[config.mk]
export PLATFORM = sky130hd
export DESIGN_NAME = contrast_stats_flat
export DESIGN_NICKNAME = d
export VERILOG_FILES = /design/src/rtl/contrast_stats_if.sv /design/src/rtl/contrast_stats.sv /design/src/flat_wrapper.sv
export SDC_FILE = /design/constraint.sdc
export NUM_CORES = 1
export LEC_CHECK = 0
export ABC_AREA = 0
export CORE_ASPECT_RATIO = 0.9
export CORE_UTILIZATION = 47
export DETAILED_ROUTE_END_ITERATION = 16
export PLACE_DENSITY = 0.79
export SKIP_CTS_REPAIR_TIMING = 1
export SLEW_MARGIN = 30
export SYNTH_ARGS = -nofsm -noshare
export SYNTH_HDL_FRONTEND = slang
export SYNTH_SLANG_ARGS = --single-unit
[constraint.sdc]
create_clock -name clk -period 5.9 [get_ports clk]
set_input_delay 1.18 -clock clk [delete_from_list [all_inputs] [get_ports clk]]
set_output_delay 1.18 -clock clk [all_outputs]
set_load 0.02 [all_outputs]
[src/rtl/contrast_stats_if.sv]
// Pixel-in / statistics-out bundle for contrast_stats.
// master = pixel source and result consumer, slave = the statistics block.
interface contrast_stats_if;
  logic        pix_valid;
  logic        pix_ready;
  logic        pix_sof;
  logic        pix_eof;
  logic [7:0]  r_in;
  logic [7:0]  g_in;
  logic [7:0]  b_in;
  logic        stat_valid;
  logic        stat_ready;
  logic [7:0]  stat_lo;
  logic [7:0]  stat_hi;
  logic [15:0] stat_gain;

  modport master (
    output pix_valid, pix_sof, pix_eof, r_in, g_in, b_in, stat_ready,
    input  pix_ready, stat_valid, stat_lo, stat_hi, stat_gain
  );

  modport slave (
    input  pix_valid, pix_sof, pix_eof, r_in, g_in, b_in, stat_ready,
    output pix_ready, stat_valid, stat_lo, stat_hi, stat_gain
  );
endinterface

[src/rtl/contrast_stats.sv]
// Per-frame min/max of an RGB stream plus stretch gain floor((255<<FRAC_BITS)/(max-min)), clamped.
// Result 8+FRAC_BITS cycles after eof; pixels stalled (pix_ready=0) from eof until result handshake.
module contrast_stats #(
  parameter int          FRAC_BITS = 8,
  parameter logic [15:0] GAIN_MAX  = 16'h0400
) (
  input  logic             clk,
  input  logic             rst_n,
  contrast_stats_if.slave  bus
);

  localparam int          ITERS    = 8 + FRAC_BITS;
  localparam int          CW       = $clog2(ITERS);
  localparam logic [CW-1:0] LAST   = CW'(ITERS - 1);
  localparam logic [15:0] DIVIDEND = 16'(255 << FRAC_BITS);
  // Dividend is left-aligned so the next bit to shift in is always bit 15.
  localparam logic [15:0] DVD_INIT = DIVIDEND << (16 - ITERS);
  localparam logic [15:0] UNITY    = 16'(1 << FRAC_BITS);

  typedef enum logic [1:0] {S_IDLE, S_ACCUM, S_DIVIDE, S_HOLD} state_t;

  state_t        r_state;
  logic          r_pix_ready;
  logic          r_stat_valid;
  logic [7:0]    r_min;
  logic [7:0]    r_max;
  logic [7:0]    r_lo;
  logic [7:0]    r_hi;
  logic [15:0]   r_gain;
  logic [CW-1:0] r_cnt;
  logic [15:0]   r_dvd;
  logic [7:0]    r_rem;
  logic [14:0]   r_quo;

  logic          w_fire;
  logic [7:0]    w_rg_min;
  logic [7:0]    w_rg_max;
  logic [7:0]    w_pmin;
  logic [7:0]    w_pmax;
  logic [7:0]    w_acc_min;
  logic [7:0]    w_acc_max;
  logic [7:0]    w_d;
  logic          w_d_zero;
  logic [8:0]    w_rem_sh;
  logic [8:0]    w_diff;
  logic          w_ge;
  logic [7:0]    w_rem_nx;
  logic [15:0]   w_quo_nx;
  logic [15:0]   w_gain;

  assign w_fire    = bus.pix_valid & r_pix_ready;
  assign w_rg_min  = (bus.r_in < bus.g_in) ? bus.r_in : bus.g_in;
  assign w_rg_max  = (bus.r_in > bus.g_in) ? bus.r_in : bus.g_in;
  assign w_pmin    = (bus.b_in < w_rg_min) ? bus.b_in : w_rg_min;
  assign w_pmax    = (bus.b_in > w_rg_max) ? bus.b_in : w_rg_max;
  assign w_acc_min = (w_pmin < r_min) ? w_pmin : r_min;
  assign w_acc_max = (w_pmax > r_max) ? w_pmax : r_max;

  assign w_d      = r_max - r_min;
  assign w_d_zero = (w_d == 8'd0);

  // Remainder stays below d, so the shifted value is below 2d and a 9-bit
  // difference's sign bit is an exact "shifted >= d" test.
  assign w_rem_sh = {r_rem, r_dvd[15]};
  assign w_diff   = w_rem_sh - {1'b0, w_d};
  assign w_ge     = ~w_diff[8];
  assign w_rem_nx = w_ge ? w_diff[7:0] : w_rem_sh[7:0];
  assign w_quo_nx = {r_quo, w_ge};
  assign w_gain   = w_d_zero ? UNITY : ((w_quo_nx > GAIN_MAX) ? GAIN_MAX : w_quo_nx);

  assign bus.pix_ready  = r_pix_ready;
  assign bus.stat_valid = r_stat_valid;
  assign bus.stat_lo    = r_lo;
  assign bus.stat_hi    = r_hi;
  assign bus.stat_gain  = r_gain;

  always_ff @(posedge clk) begin
    if (!rst_n) begin
      r_state      <= S_IDLE;
      r_pix_ready  <= 1'b1;
      r_stat_valid <= 1'b0;
      r_min        <= 8'd0;
      r_max        <= 8'd0;
      r_lo         <= 8'd0;
      r_hi         <= 8'd0;
      r_gain       <= 16'd0;
      r_cnt        <= '0;
      r_dvd        <= 16'd0;
      r_rem        <= 8'd0;
      r_quo        <= 15'd0;
    end else begin
      case (r_state)
        S_IDLE, S_ACCUM: begin
          if (w_fire) begin
            if (bus.pix_sof) begin
              r_min <= w_pmin;
              r_max <= w_pmax;
            end else if (r_state == S_ACCUM) begin
              r_min <= w_acc_min;
              r_max <= w_acc_max;
            end
            // Beats outside a frame (IDLE without sof) are swallowed.
            if (bus.pix_sof || (r_state == S_ACCUM)) begin
              if (bus.pix_eof) begin
                r_state     <= S_DIVIDE;
                r_pix_ready <= 1'b0;
                r_cnt       <= '0;
                r_dvd       <= DVD_INIT;
                r_rem       <= 8'd0;
                r_quo       <= 15'd0;
              end else begin
                r_state <= S_ACCUM;
              end
            end
          end
        end

        S_DIVIDE: begin
          r_cnt <= r_cnt + 1'b1;
          r_dvd <= {r_dvd[14:0], 1'b0};
          if (!w_d_zero) begin
            r_rem <= w_rem_nx;
            r_quo <= w_quo_nx[14:0];
          end
          if (r_cnt == LAST) begin
            r_state      <= S_HOLD;
            r_stat_valid <= 1'b1;
            r_lo         <= r_min;
            r_hi         <= r_max;
            r_gain       <= w_gain;
          end
        end

        S_HOLD: begin
          if (bus.stat_ready) begin
            r_state      <= S_IDLE;
            r_stat_valid <= 1'b0;
            r_pix_ready  <= 1'b1;
          end
        end

        default: r_state <= S_IDLE;
      endcase
    end
  end

endmodule

[src/flat_wrapper.sv]
// flat-port wrapper written by rule: the top's interface ports become plain ports
module contrast_stats_flat 
#(
  parameter int          FRAC_BITS = 8,
  parameter logic [15:0] GAIN_MAX  = 16'h0400
)
  (clk, rst_n, bus_pix_valid, bus_pix_sof, bus_pix_eof, bus_r_in, bus_g_in, bus_b_in, bus_stat_ready, bus_pix_ready, bus_stat_valid, bus_stat_lo, bus_stat_hi, bus_stat_gain);
  contrast_stats_if bus_i ();
  input  logic clk;
  input  logic rst_n;
  input wire logic [$bits(bus_i.pix_valid)-1:0] bus_pix_valid;
  input wire logic [$bits(bus_i.pix_sof)-1:0] bus_pix_sof;
  input wire logic [$bits(bus_i.pix_eof)-1:0] bus_pix_eof;
  input wire logic [$bits(bus_i.r_in)-1:0] bus_r_in;
  input wire logic [$bits(bus_i.g_in)-1:0] bus_g_in;
  input wire logic [$bits(bus_i.b_in)-1:0] bus_b_in;
  input wire logic [$bits(bus_i.stat_ready)-1:0] bus_stat_ready;
  output wire logic [$bits(bus_i.pix_ready)-1:0] bus_pix_ready;
  output wire logic [$bits(bus_i.stat_valid)-1:0] bus_stat_valid;
  output wire logic [$bits(bus_i.stat_lo)-1:0] bus_stat_lo;
  output wire logic [$bits(bus_i.stat_hi)-1:0] bus_stat_hi;
  output wire logic [$bits(bus_i.stat_gain)-1:0] bus_stat_gain;
  assign bus_i.pix_valid = bus_pix_valid;
  assign bus_i.pix_sof = bus_pix_sof;
  assign bus_i.pix_eof = bus_pix_eof;
  assign bus_i.r_in = bus_r_in;
  assign bus_i.g_in = bus_g_in;
  assign bus_i.b_in = bus_b_in;
  assign bus_i.stat_ready = bus_stat_ready;
  assign bus_pix_ready = bus_i.pix_ready;
  assign bus_stat_valid = bus_i.stat_valid;
  assign bus_stat_lo = bus_i.stat_lo;
  assign bus_stat_hi = bus_i.stat_hi;
  assign bus_stat_gain = bus_i.stat_gain;
  contrast_stats #(.FRAC_BITS(FRAC_BITS), .GAIN_MAX(GAIN_MAX)) u_core (.clk(clk), .rst_n(rst_n), .bus(bus_i));
endmodule
==> results of run 1 <==
worst reg2reg max path: cells and delay by family (launching register included):
| kind | cells | cell delay (ns) |
|---|---|---|
| simple gates | 3 | 0.64 |
| flops | 1 | 0.42 |
| xor+xnor | 1 | 0.12 |
| fa+ha+maj | 3 | 0.88 |
| compound gates | 6 | 1.69 |
| buf+inv | 1 | 0.06 |
flip-flops by register name (all words and copies together), names as in the netlist, 2 cells and up:
name                  count
u_core.r_dvd              8
u_core.bus.stat_hi        8
u_core.bus.stat_gain     16
u_core.r_cnt              4
u_core.bus.stat_lo        8
u_core.r_min              8
u_core.r_state            2
u_core.r_max              8
u_core.r_rem              8
u_core.r_quo             15
final timing paths:
kind                                              start                      end  slack, ns  cells past startpoint
worst max-delay path                        bus_r_in[0]          u_core.r_max[0]       0.02                     25
worst min-delay path            u_core.bus.stat_gain[0]  u_core.bus.stat_gain[0]       0.45                      2
worst max register to register          u_core.r_min[0]  u_core.bus.stat_gain[4]       1.99                     14
worst min register to register  u_core.bus.stat_gain[0]  u_core.bus.stat_gain[0]       0.45                      2
metal layers:
layer  part of all wire, %  vias up  global-route usage (%)
met2                    49      186                    42.7
met5                     0        -                       0
li1                      -     2614                       -
met3                   5.4       32                    3.22
met4                   1.6        0                    6.15
met1                    44     2561                    31.3
where the power goes:
part	internal [W]	switching [W]
Sequential	0.000611	0.0000256
Combinational	0.000410	0.000497
Clock	0.000386	0.000240
cells in the mapped netlist (all sizes together), types with 9 or more instances:
master   n  area share (%)
dfxtp   87              31
nand2   73             4.9
a21oi   68             6.8
ha      54              12
inv     50             3.4
nand3   34             3.0
nor2    27             1.9
o21ai   25             2.3
mux2i   24             4.3
o211ai  21             2.8
clkbuf  18             1.2
o21a    18             2.4
and3    14             1.6
buf     12             1.5
a211oi   9             1.3
nand4    9             1.0
o31ai    9             1.5
per-stage QoR:
step	TNS (ns)	power [W]	hold slack, ns	setup slack [ns]
after floorplan	0	0.00125	0.433	0.184
after detailed placement	-12.03	0.00146	0.443	-1.01
final	0	0.00217	0.450	0.0172
after global placement	-7.74	0.00142	0.436	-0.776
after CTS	-6.89	0.00208	0.452	-0.675
after global routing	-1.24	0.00228	0.474	-0.130
kinds of logic after synthesis:
group                      Yosys count
adders and majority gates           56
AOI/OAI and AO/OA                  201
xor gates and xnor gates            12
and+or+nand+nor                    191
buffers and inverters               80
DFF                                 87
muxes                               31
cells in the final DEF, fill, tap and decap left out, types with 4 or more instances in the layout:
cell	count
ha_1	47
dfxtp_1	87
nor3_1	7
clkdlybuf4s50_1	62
clkbuf_16	9
o21a_1	18
o22ai_1	6
nand3_1	32
o211ai_1	21
nor2_2	4
a21o_1	7
a211oi_1	7
mux2i_2	6
xnor2_1	8
and3_1	14
a22o_1	7
o31ai_1	8
o21ai_0	19
ha_4	5
a21oi_1	59
nand4_1	9
a21oi_2	6
mux2_2	7
nor2_1	23
buf_4	60
nor4_1	5
mux2i_1	15
inv_1	49
nand2_1	71
final cells by class:
| class | instances | area (µm²) | share of cell area (%) |
|---|---|---|---|
| well taps | 156 | 195 | 2.66 |
| inverters | 50 | 188 | 2.56 |
| repair buffers | 126 | 1120 | 15.2 |
| clock inverters | 5 | 88.8 | 1.21 |
| multi-input cells | 491 | 3760 | 51.3 |
| flip-flops and latches | 87 | 1740 | 23.7 |
| clock buffers | 10 | 239 | 3.26 |
==> impl.org, run 1 <==
** Yosys
- Post-Synth Simple-Gate Area :: 16.3%
- Gate count after technology mapping :: 658
- The Yosys step of the flow raised 0 warnings.
- The synthesized design contains 0 enable-type register cells.
- A synthesized cell averages 8.49 µm².
- The most used flip-flop cell after synthesis is dfxtp_1.
- Xor and xnor area share after synthesis :: 2.22%
- Register area share after synthesis :: 31.2%
- Synthesized-area fraction occupied by ao, oa, aoi and oai cells :: 25.7%
- Total of flip-flops plus latches after synthesis :: 87
- After synthesis, the share of flip-flops with an asynchronous set or reset is 0%.
- Synthesized netlist net count :: 744
- Adder-cell share of the synthesized area :: 12.8%
- Yosys mapped the design onto 69 distinct sky130hd cell types.
- Main combinational cell family by area after synthesis :: compound AO/OA/AOI/OAI gates
- Mux share of post-synthesis cell area :: 5.71%
- Synthesized area :: 5580 µm²

** CTS
- Bufs on Longest Clock Path :: 2
- Total CTS buffers :: 9
- CTS sink cnt :: 87
- The tree is rooted in a clkbuf_16.
- Maximum level of the CTS H-tree :: 3
- CTS clock-pin slew for the worst setup and hold paths :: 0.06 ns
- TritonCTS built the clock tree.
- Clock insertion delay at the later pin of the skew report :: 0.34 ns

** Worst setup path
- On the worst path, the slowest cell contributes a delay of 0.49 ns.
- For this design, the slowest cell found on the critical path is clkdlybuf4s50_1.
- The critical path is of the in2reg type.
- Type of element capturing the critical path :: flop
- Data on the critical path is required at its endpoint by 6.13 ns.
- Library cell appearing most often on the critical path :: buf_4
- The critical path contains buffers and inverters numbering 7 combined.
- CP Data Arrival Time :: 6.11 ns
- Grouping stages by cell kind, the critical path spends the most delay in buffers and inverters.
- Crit path max fanout :: 8
- STA classifies the critical path startpoint as a primary input.

** Detailed routing
- Routed wire length :: 15400 µm
- In this run the remaining antenna-violating nets after routing total 0.
- Via count :: 5393
- The first detailed-routing pass took 5 iterations.
- After the first detailed-routing iteration, the DRC count stood at 547.
- Dividing the detail-routed wire length by the instance count gives 16.7 µm.
- Using the TritonRoute via totals, the vias-per-cell ratio works out to 5.83.
- In the routed design, unresolved DRC markers number 0.

** Timing
- After layout, the minimum clock period comes to 5.88 ns.
- Tightest Pin Transition :: 0.809 ns
- Fmax :: 170 MHz
- Setup violations remaining at the end of the flow were counted as 0.
- Count of final max-slew check failures :: 0
- Worst Clk Skew :: 0.00856 ns
- The final critical path takes up 99.7% of the cycle.
- Final Hold Vio Count :: 0
- In this run the tightest slew margin relative to its limit is 46.0%.

** Floorplanning
- In this run the count of I/O pins placed on the die edge is 64.
- Chip height :: 105 µm
- Die Area :: 12300 µm²
- After floorplanning, the core was sized to cover 11500 µm².
- In this run the core area contains 37 standard-cell rows.
- The initial utilization of the core area, before any placement, comes to 48.6%.
- DIE WIDTH :: 117 µm

** Status
- Run status :: finished, final reports clean

** Finish
- Post-layout nets :: 851
- Fin cells :: 925
- In the final layout, the share of cells above drive strength 1 is 19.5%.
- Once layout is complete, the utilization of the core stands at 63.9%.
- Synthesis-to-finish area growth :: 31.3%
- After routing the design area is 7330 µm².
- The layout has 923 filler cells.
- Antenna Diode Count :: 0

** Global route
- The first global-routing pass estimated 24200 µm of wire.
- Vias in the first global route :: 5167
- Entering global routing, the biggest net connects 46 pins.
- The total overflow left after global routing is 0.
- The number of antenna violations at the first check in global routing came to 0.
- For this run, the total global-route usage over all layers was measured as 24.4%.

** Hold path
- In this run the worst hold path is classified as reg2reg.

** Pwr
- Reported leakage power :: 2.88 nW
- Power per unit of standard cell area :: 296 nW/µm²
- Worst VDD drop :: 211 µV

** Placement
- After detailed placement, the total cell area comes to 6690 µm².
- Detailed Place HPWL :: 10900 µm
- During placement, the flow inserted port buffers numbering 63.
- RePlAce Congestion :: 0.861
- Number of cells in the design after placement :: 903

** Flow run
- The tool flagged a number of max-cap violations equal to 0.
Note: power is estimated with default switching activity, not from simulation.
==> inputs of run 2 (changes only) <==
--- a/config.mk
+++ b/config.mk
@@ -8,2 +8,3 @@
 export ABC_AREA = 0
+export CAP_MARGIN = 20
 export CORE_ASPECT_RATIO = 0.9
==> constraint.sdc (replaced) <==
create_clock -name clk -period 5.9 [get_ports clk]
set_input_delay 0.59 -clock clk [delete_from_list [all_inputs] [get_ports clk]]
set_output_delay 0.59 -clock clk [all_outputs]
set_load 0.02 [all_outputs]
==> impl.org, run 2 (synthesized netlist as in run 1, its figures left out) <==
** CTS
- Bufs on Longest Clock Path :: 2 (unchanged)
- Total CTS buffers :: 9 (unchanged)
- The tree is rooted in a clkbuf_16.
- Maximum level of the CTS H-tree :: 3 (unchanged)
- TritonCTS built the clock tree.
- The latest clock arrival within the worst-skew pair came to 0.33 ns (about the same).
- The number of clock sinks was 87 (unchanged).
- CTS clock-pin slew for the worst setup and hold paths :: 0.07 ns (about the same)

** Timing
- Tightest Pin Transition :: 0.824 ns (+0.0156 ns)
- The final setup violation count came to 0 (unchanged).
- The time the final worst path needs with I/O delays and setup was 5.69 ns (-0.191 ns).
- Worst Clk Skew :: 0.00943 ns (+0.000872 ns)
- The hold violation count in the final report was 0 (unchanged).
- Fmax :: 176 MHz (+3.4%)
- The final hold slack is 0.453 ns (+0.00356 ns).
- Setup TNS :: 0 ns (unchanged)
- Count of final max-slew check failures :: 0 (unchanged)
- Setup repair after global routing left no endpoint under its margin.
- The normalized max-slew margin was 45.0% (-1.0 points).
- The final worst-path cycle share was 96.5% (-3.2 points).

** Worst setup path
- Endpoint required time on the critical path :: 6.13 ns (about the same)
- The critical path in this run is classified as in2reg.
- Critical path's largest stage delay :: 0.65 ns (+0.16 ns)
- Type of origin of the critical path :: primary input
- Tracing the worst setup path back leads to its startpoint at bus_g_in[7].
- FF-to-FF path depth :: 15 (+1)
- The biggest fanout along the worst timing path was 8 (unchanged).
- The slowest stage of the critical path is the or4b_2 cell.
- CP Capture Point :: u_core.r_max[2]
- The signal arrival time at the worst endpoint came to 5.92 ns (-0.19 ns).
- Worst reg2reg setup slack :: 2.13 ns (+0.14 ns)
- Traced cell by cell, the critical path runs through clkdlybuf4s50_1, inv_1, ha_1, nand4_1, o21bai_2, a21oi_4, buf_4, mux2i_1, ha_1, and3_1, nand4_1, o21ai_0, a21oi_4, mux2i_1, ha_1, nand3_1, or4b_2, nand3_1, a31oi_1, and2_0, a22o_1.
- The worst setup path is captured at a flop.
- The worst register-to-register path begins at u_core.r_max[0].
- The worst register-to-register path ends at u_core.bus.stat_gain[9].
- The most numerous cell type found on the critical path is ha_1.

** Detailed routing
- The length of the first detailed-routing pass in iterations is 5 (unchanged).
- Via count :: 5170 (-4.1%)
- Number of nets with antenna violations after routing :: 0 (unchanged)
- The initial detailed-routing violation count was 515 (-5.9%).
- The count of unresolved DRC violations after routing was 0 (unchanged).
- Ratio of routed vias to standard cells :: 5.93 (+1.7%)
- WL per Instance :: 16.1 µm (-3.3%)
- Routed wire length :: 14100 µm (-8.9%)

** Global route
- Number of antenna violations at the first check in global routing :: 0 (unchanged)
- Pin count of the biggest net entering global routing :: 46 (unchanged)
- The global-route wire length before repair came to 23200 µm (-4.1%).
- The final global-route overflow total was 0 (unchanged).
- Vias in the first global route :: 4738 (-8.3%)
- The global-route total usage across every layer was 23.6% (-0.82 points).

** Pwr
- The overall power consumption is 0.00201 W (-7.1%).
- The reported leakage power is 2.58 nW (-11%).
- The cell area power density was 302 nW/µm² (+2.0%).
- Worst VDD drop :: 181 µV (-14%)

** Finish
- Leaving out fill and tap cells, the most frequent cells in the layout are dfxtp_1 (87), nand2_1 (71), clkdlybuf4s50_1 (63), a21oi_1 (62), ha_1 (54).
- Post-layout nets :: 797 (-6.3%)
- Layout cells sized above 1 :: 9.08% (-10 points)
- The count of filler cells inserted in the layout came to 1050 (+14%).
- Multi-input logic area :: 3540 µm² (-6.1%)
- The final antenna diode count was 0 (unchanged).
- Most common cell after layout, fill and taps aside :: dfxtp_1
- Synthesis-to-finish area growth :: 19.5%
- The final core utilization is 58.1% (-5.7 points).
- The design area is 6680 µm² (-9.0%).
- The flip-flop count of the largest register after layout was 16 (unchanged).
- The sequential cell area came to 1740 µm² (unchanged).

** Hold path
- Path class of the lowest-slack min-delay path :: reg2reg

** Placement
- Detailed Place HPWL :: 10400 µm (-4.9%)
- The post-detailed-placement cell area was 6310 µm² (-5.6%).
- The quantity of I/O buffers inserted on ports was 63 (unchanged).
- RePlAce Congestion :: 0.865 (+0.38%)

** Floorplanning
- DIE WIDTH :: 117 µm (unchanged)
- Row count :: 37 (unchanged)
- Die Area :: 12300 µm² (unchanged)
- The y dimension of the die is 105 µm (unchanged).
- The effective utilization at floorplan is 48.6% (unchanged).
- The area of the core came to 11500 µm² (unchanged).
- IO Count :: 64 (unchanged)

** Status
- Run status :: finished, final reports clean

** Flow run
- The max-cap check violation count is 0 (unchanged).
==> run 2: per-stage QoR <==
step                setup WS [ns]  cells
CTS                        0.0221    869
finish                      0.209    872
global route              0.00535    872
floorplan                   0.774    658
detailed placement         -0.325    853
global placement          0.00503    853
==> run 2: routing by layer <==
layer,global-route usage (%),wire [µm],part of all wire [%],vias up
li1,-,-,-,2501
met2,37.7,6440,46,197
met5,0,0,0,-
met3,2.53,854,6.1,15
met1,33.6,6590,47,2457
met4,5.97,178,1.3,0
==> run 2: worst max-delay path: cells and delay by family <==
family                   cells  cell delay, ns
AO/OA/AOI/OAI                6            1.51
adder cells (fa/ha/maj)      3            0.81
buffers and inverters        3            0.76
multiplexers                 2            0.67
AND/OR/NAND/NOR              7            1.56
==> run 2: area by class of cell <==
| class | instances | area share [%] |
|---|---|---|
| multi-input combinational | 491 | 53.0 |
| tap | 156 | 2.92 |
| inverter | 50 | 2.81 |
| timing repair buffer | 72 | 10.5 |
| sequential | 87 | 26.1 |
| clock inverter | 5 | 0.956 |
| clock buffer | 11 | 3.79 |
==> run 2: worst min-delay path by stage <==
stage | startpoint | end | cells after the start
2_1_floorplan | u_core.r_dvd[8] | u_core.r_dvd[8] | 2
3_3_place_gp | u_core.bus.stat_gain[3] | u_core.bus.stat_gain[3] | 2
3_5_place_dp | u_core.bus.stat_gain[1] | u_core.bus.stat_gain[1] | 2
4_1_cts | u_core.bus.stat_gain[3] | u_core.bus.stat_gain[3] | 2
5_1_grt | u_core.bus.stat_hi[4] | u_core.bus.stat_hi[4] | 2
6_report | u_core.bus.stat_valid | u_core.bus.stat_valid | 2
==> run 2: power by group <==
part           switching [W]  internal (W)
logic               0.000457      0.000331
clock network       0.000236      0.000354
registers          0.0000248      0.000611
total               0.000718       0.00130
==> inputs of run 3 (changes only) <==
CORE_MARGIN = 4   (was default)
==> impl.org, run 3 (synthesized netlist as in run 1, its figures left out) <==
** Worst setup path
- FF-to-FF path depth :: 13 (-2)
- The internal reg-to-reg setup slack is 2.10 ns (-0.03 ns).
- The critical path starts at bus_g_in[3].
- R2r startpoint :: u_core.r_min[0]
- Endpoint of the most critical register-to-register path :: u_core.bus.stat_gain[7]
- WS Path Type :: in2reg
- The signal arrival time at the worst endpoint came to 5.84 ns (-0.08 ns).
- In this run the worst setup path terminates at u_core.r_max[2].
- Type of element capturing the critical path :: flop
- Type of origin of the critical path :: primary input
- Endpoint required time on the critical path :: 6.13 ns (about the same)
- Crit path max fanout :: 8 (unchanged)

** CTS
- The clock edge transition at the registers on the reported setup and hold paths is 0.07 ns (about the same).
- The clock buffer count from CTS is 9 (unchanged).
- Clk Tree Root Cell :: clkbuf_16
- The number of clock sinks is 87 (unchanged).
- The buffer depth of the longest clock path was 2 (unchanged).
- Maximum level of the CTS H-tree :: 3 (unchanged)
- TritonCTS built the clock tree.
- The latest clock arrival within the worst-skew pair was 0.34 ns (about the same).

** Timing
- Final worst path period need :: 5.61 ns (-0.0788 ns)
- Fmax :: 178 MHz (+1.4%)
- Tightest Pin Transition :: 0.833 ns (+0.00920 ns)
- The post-route clock skew was 0.00621 ns (-0.00322 ns).
- The final worst setup slack was 0.287 ns (+0.0788 ns).
- Final Hold Vio Count :: 0 (unchanged)
- Worst slack on hold paths :: 0.453 ns (+0.000228 ns)
- Setup violators final :: 0 (unchanged)
- The final worst-path cycle share was 95.1% (-1.3 points).
- The normalized max-slew margin came to 44.4% (-0.61 points).
- The max-slew violation count came to 0 (unchanged).

** Finish
- The post-layout net count was 799 (+0.25%).
- Filler cell count :: 958 (-8.8%)
- Highest-count cells in the layout ignoring fill and taps :: dfxtp_1 (87), nand2_1 (73), clkdlybuf4s50_1 (63), a21oi_1 (62), ha_1 (54)
- The flip-flop count of the largest register after layout is 16 (unchanged).
- Relative to the synthesized area, the layout overhead comes to 19.9%.
- Final instance area :: 6700 µm² (+0.34%)
- Leaving out fill and tap cells, the most frequent cell in the layout is dfxtp_1.
- Layout cells sized above 1 :: 9.61% (+0.53 points)
- The final antenna diode count was 0 (unchanged).

** Floorplanning
- The number of rows in the core area is 37 (unchanged).
- The effective utilization at floorplan was 48.4% (-0.20 points).
- Placeable core region :: 11500 µm² (+0.40%)
- Die Area :: 13700 µm² (+11%)
- DIE WIDTH :: 123 µm (+5.1%)
- The number of top-level pins is 64 (unchanged).
- Chip height :: 111 µm (+5.7%)

** Detailed routing
- Violation count after the first detailed-route iteration :: 456 (-11%)
- First-pass iteration count of the detailed router :: 5 (unchanged)
- Ratio of routed vias to standard cells :: 5.88 (-0.88%)
- The number of antenna-violating nets in the routed design was 0 (unchanged).
- Via count :: 5136 (-0.66%)
- The count of unresolved DRC violations after routing is 0 (unchanged).
- Routed wire length :: 14300 µm (+1.7%)
- The routed length per instance was 16.4 µm (+1.5%).

** Placement
- Detailed Place HPWL :: 10700 µm (+2.9%)
- Placement Setup Slack :: -0.397 ns (-0.0724 ns)
- DP Area :: 6330 µm² (+0.20%)
- RePlAce Congestion :: 0.978 (+13%)
- The quantity of I/O buffers inserted on ports was 63 (unchanged).

** Global route
- Pin count of the biggest net entering global routing :: 46 (unchanged)
- The global-route total usage across every layer was 21.0% (-2.6 points).
- The number of antenna violations at the first check in global routing came to 0 (unchanged).
- Vias in the first global route :: 4931 (+4.1%)
- The global-route wire length before repair came to 23800 µm (+2.6%).
- Remaining global-route overflow :: 0 (unchanged)

** Pwr
- Power per unit of standard cell area :: 302 nW/µm² (about the same)
- Worst VDD drop :: 159 µV (-12%)
- Reported leakage power :: 2.59 nW (+0.52%)

** Flow run
- The max-cap check violation count was 0 (unchanged).

** Hold path
- In this run the worst hold path is classified as reg2reg.

** Status
- The flow ran to the end, and the final reports show no timing, DRC or antenna violations.
## run 3: cell types whose count changed in the layout (fill, tap and decap cells not counted), moves of 2 or more
cell,change
nand2_1,+2
buf_4,+2
a2111oi_1,-2
a2111oi_2,+3
nand2_2,-2
## run 3: critical path, cell delays in order
cell and delay [ns]:
clkdlybuf4s50_1 0.52, inv_1 0.06, ha_1 0.29, o21ai_0 0.08, a21oi_1 0.19, o21bai_1 0.11
buf_4 0.15, a21oi_4 0.33, mux2i_1 0.37, ha_1 0.30, and3_1 0.21, nand4_1 0.10
o21ai_0 0.15, a21oi_4 0.33, mux2i_1 0.38, ha_1 0.18, nand3_1 0.09, or4b_2 0.64
nand3_1 0.10, a31oi_1 0.07, and2_0 0.30, a22o_1 0.28
## run 3: worst min-delay path by stage
stage,startpoint,endpoint,slack (ns),cells after the start
detailed placement,u_core.bus.stat_gain[3],u_core.bus.stat_gain[3],0.44,2
CTS,u_core.bus.stat_gain[0],u_core.bus.stat_gain[0],0.45,2
finish,u_core.bus.stat_gain[6],u_core.bus.stat_gain[6],0.45,2
global route,u_core.bus.stat_hi[4],u_core.bus.stat_hi[4],0.47,2
floorplan,u_core.r_dvd[8],u_core.r_dvd[8],0.43,2
global placement,u_core.r_dvd[8],u_core.r_dvd[8],0.44,2
## run 3: area by class of cell
type	count	area [µm²]	share of cell area, %
multi-input cells	491	3550	52.9
flip-flops and latches	87	1740	26.0
repair buffers	74	713	10.6
clock buffers	10	239	3.57
well taps	156	195	2.91
inverters	50	188	2.80
clock inverters	6	75.1	1.12
## run 3: layer usage
metal,global-route usage (%),share of wire (%)
met1,29.9,48
met2,32.5,45
met3,3.56,6.1
met4,6.12,1.9
met5,0,0
## run 3: stage by stage
stage,power (W),std cells,setup TNS (ns),util (%)
2_1_floorplan,0.00125,658,0,-
3_3_place_gp,0.00138,855,-0.923,54.9
3_5_place_dp,0.00141,855,-3.31,54.9
4_1_cts,0.00200,871,-0.256,57.6
5_1_grt,0.00213,874,-0.0151,58.1
6_report,0.00202,874,0,58.1
## run 3: power by group
part	switching [W]	internal [W]	total (W)
sequential	0.0000238	0.000611	0.000634
clock	0.000245	0.000346	0.000591
combinational	0.000463	0.000332	0.000796
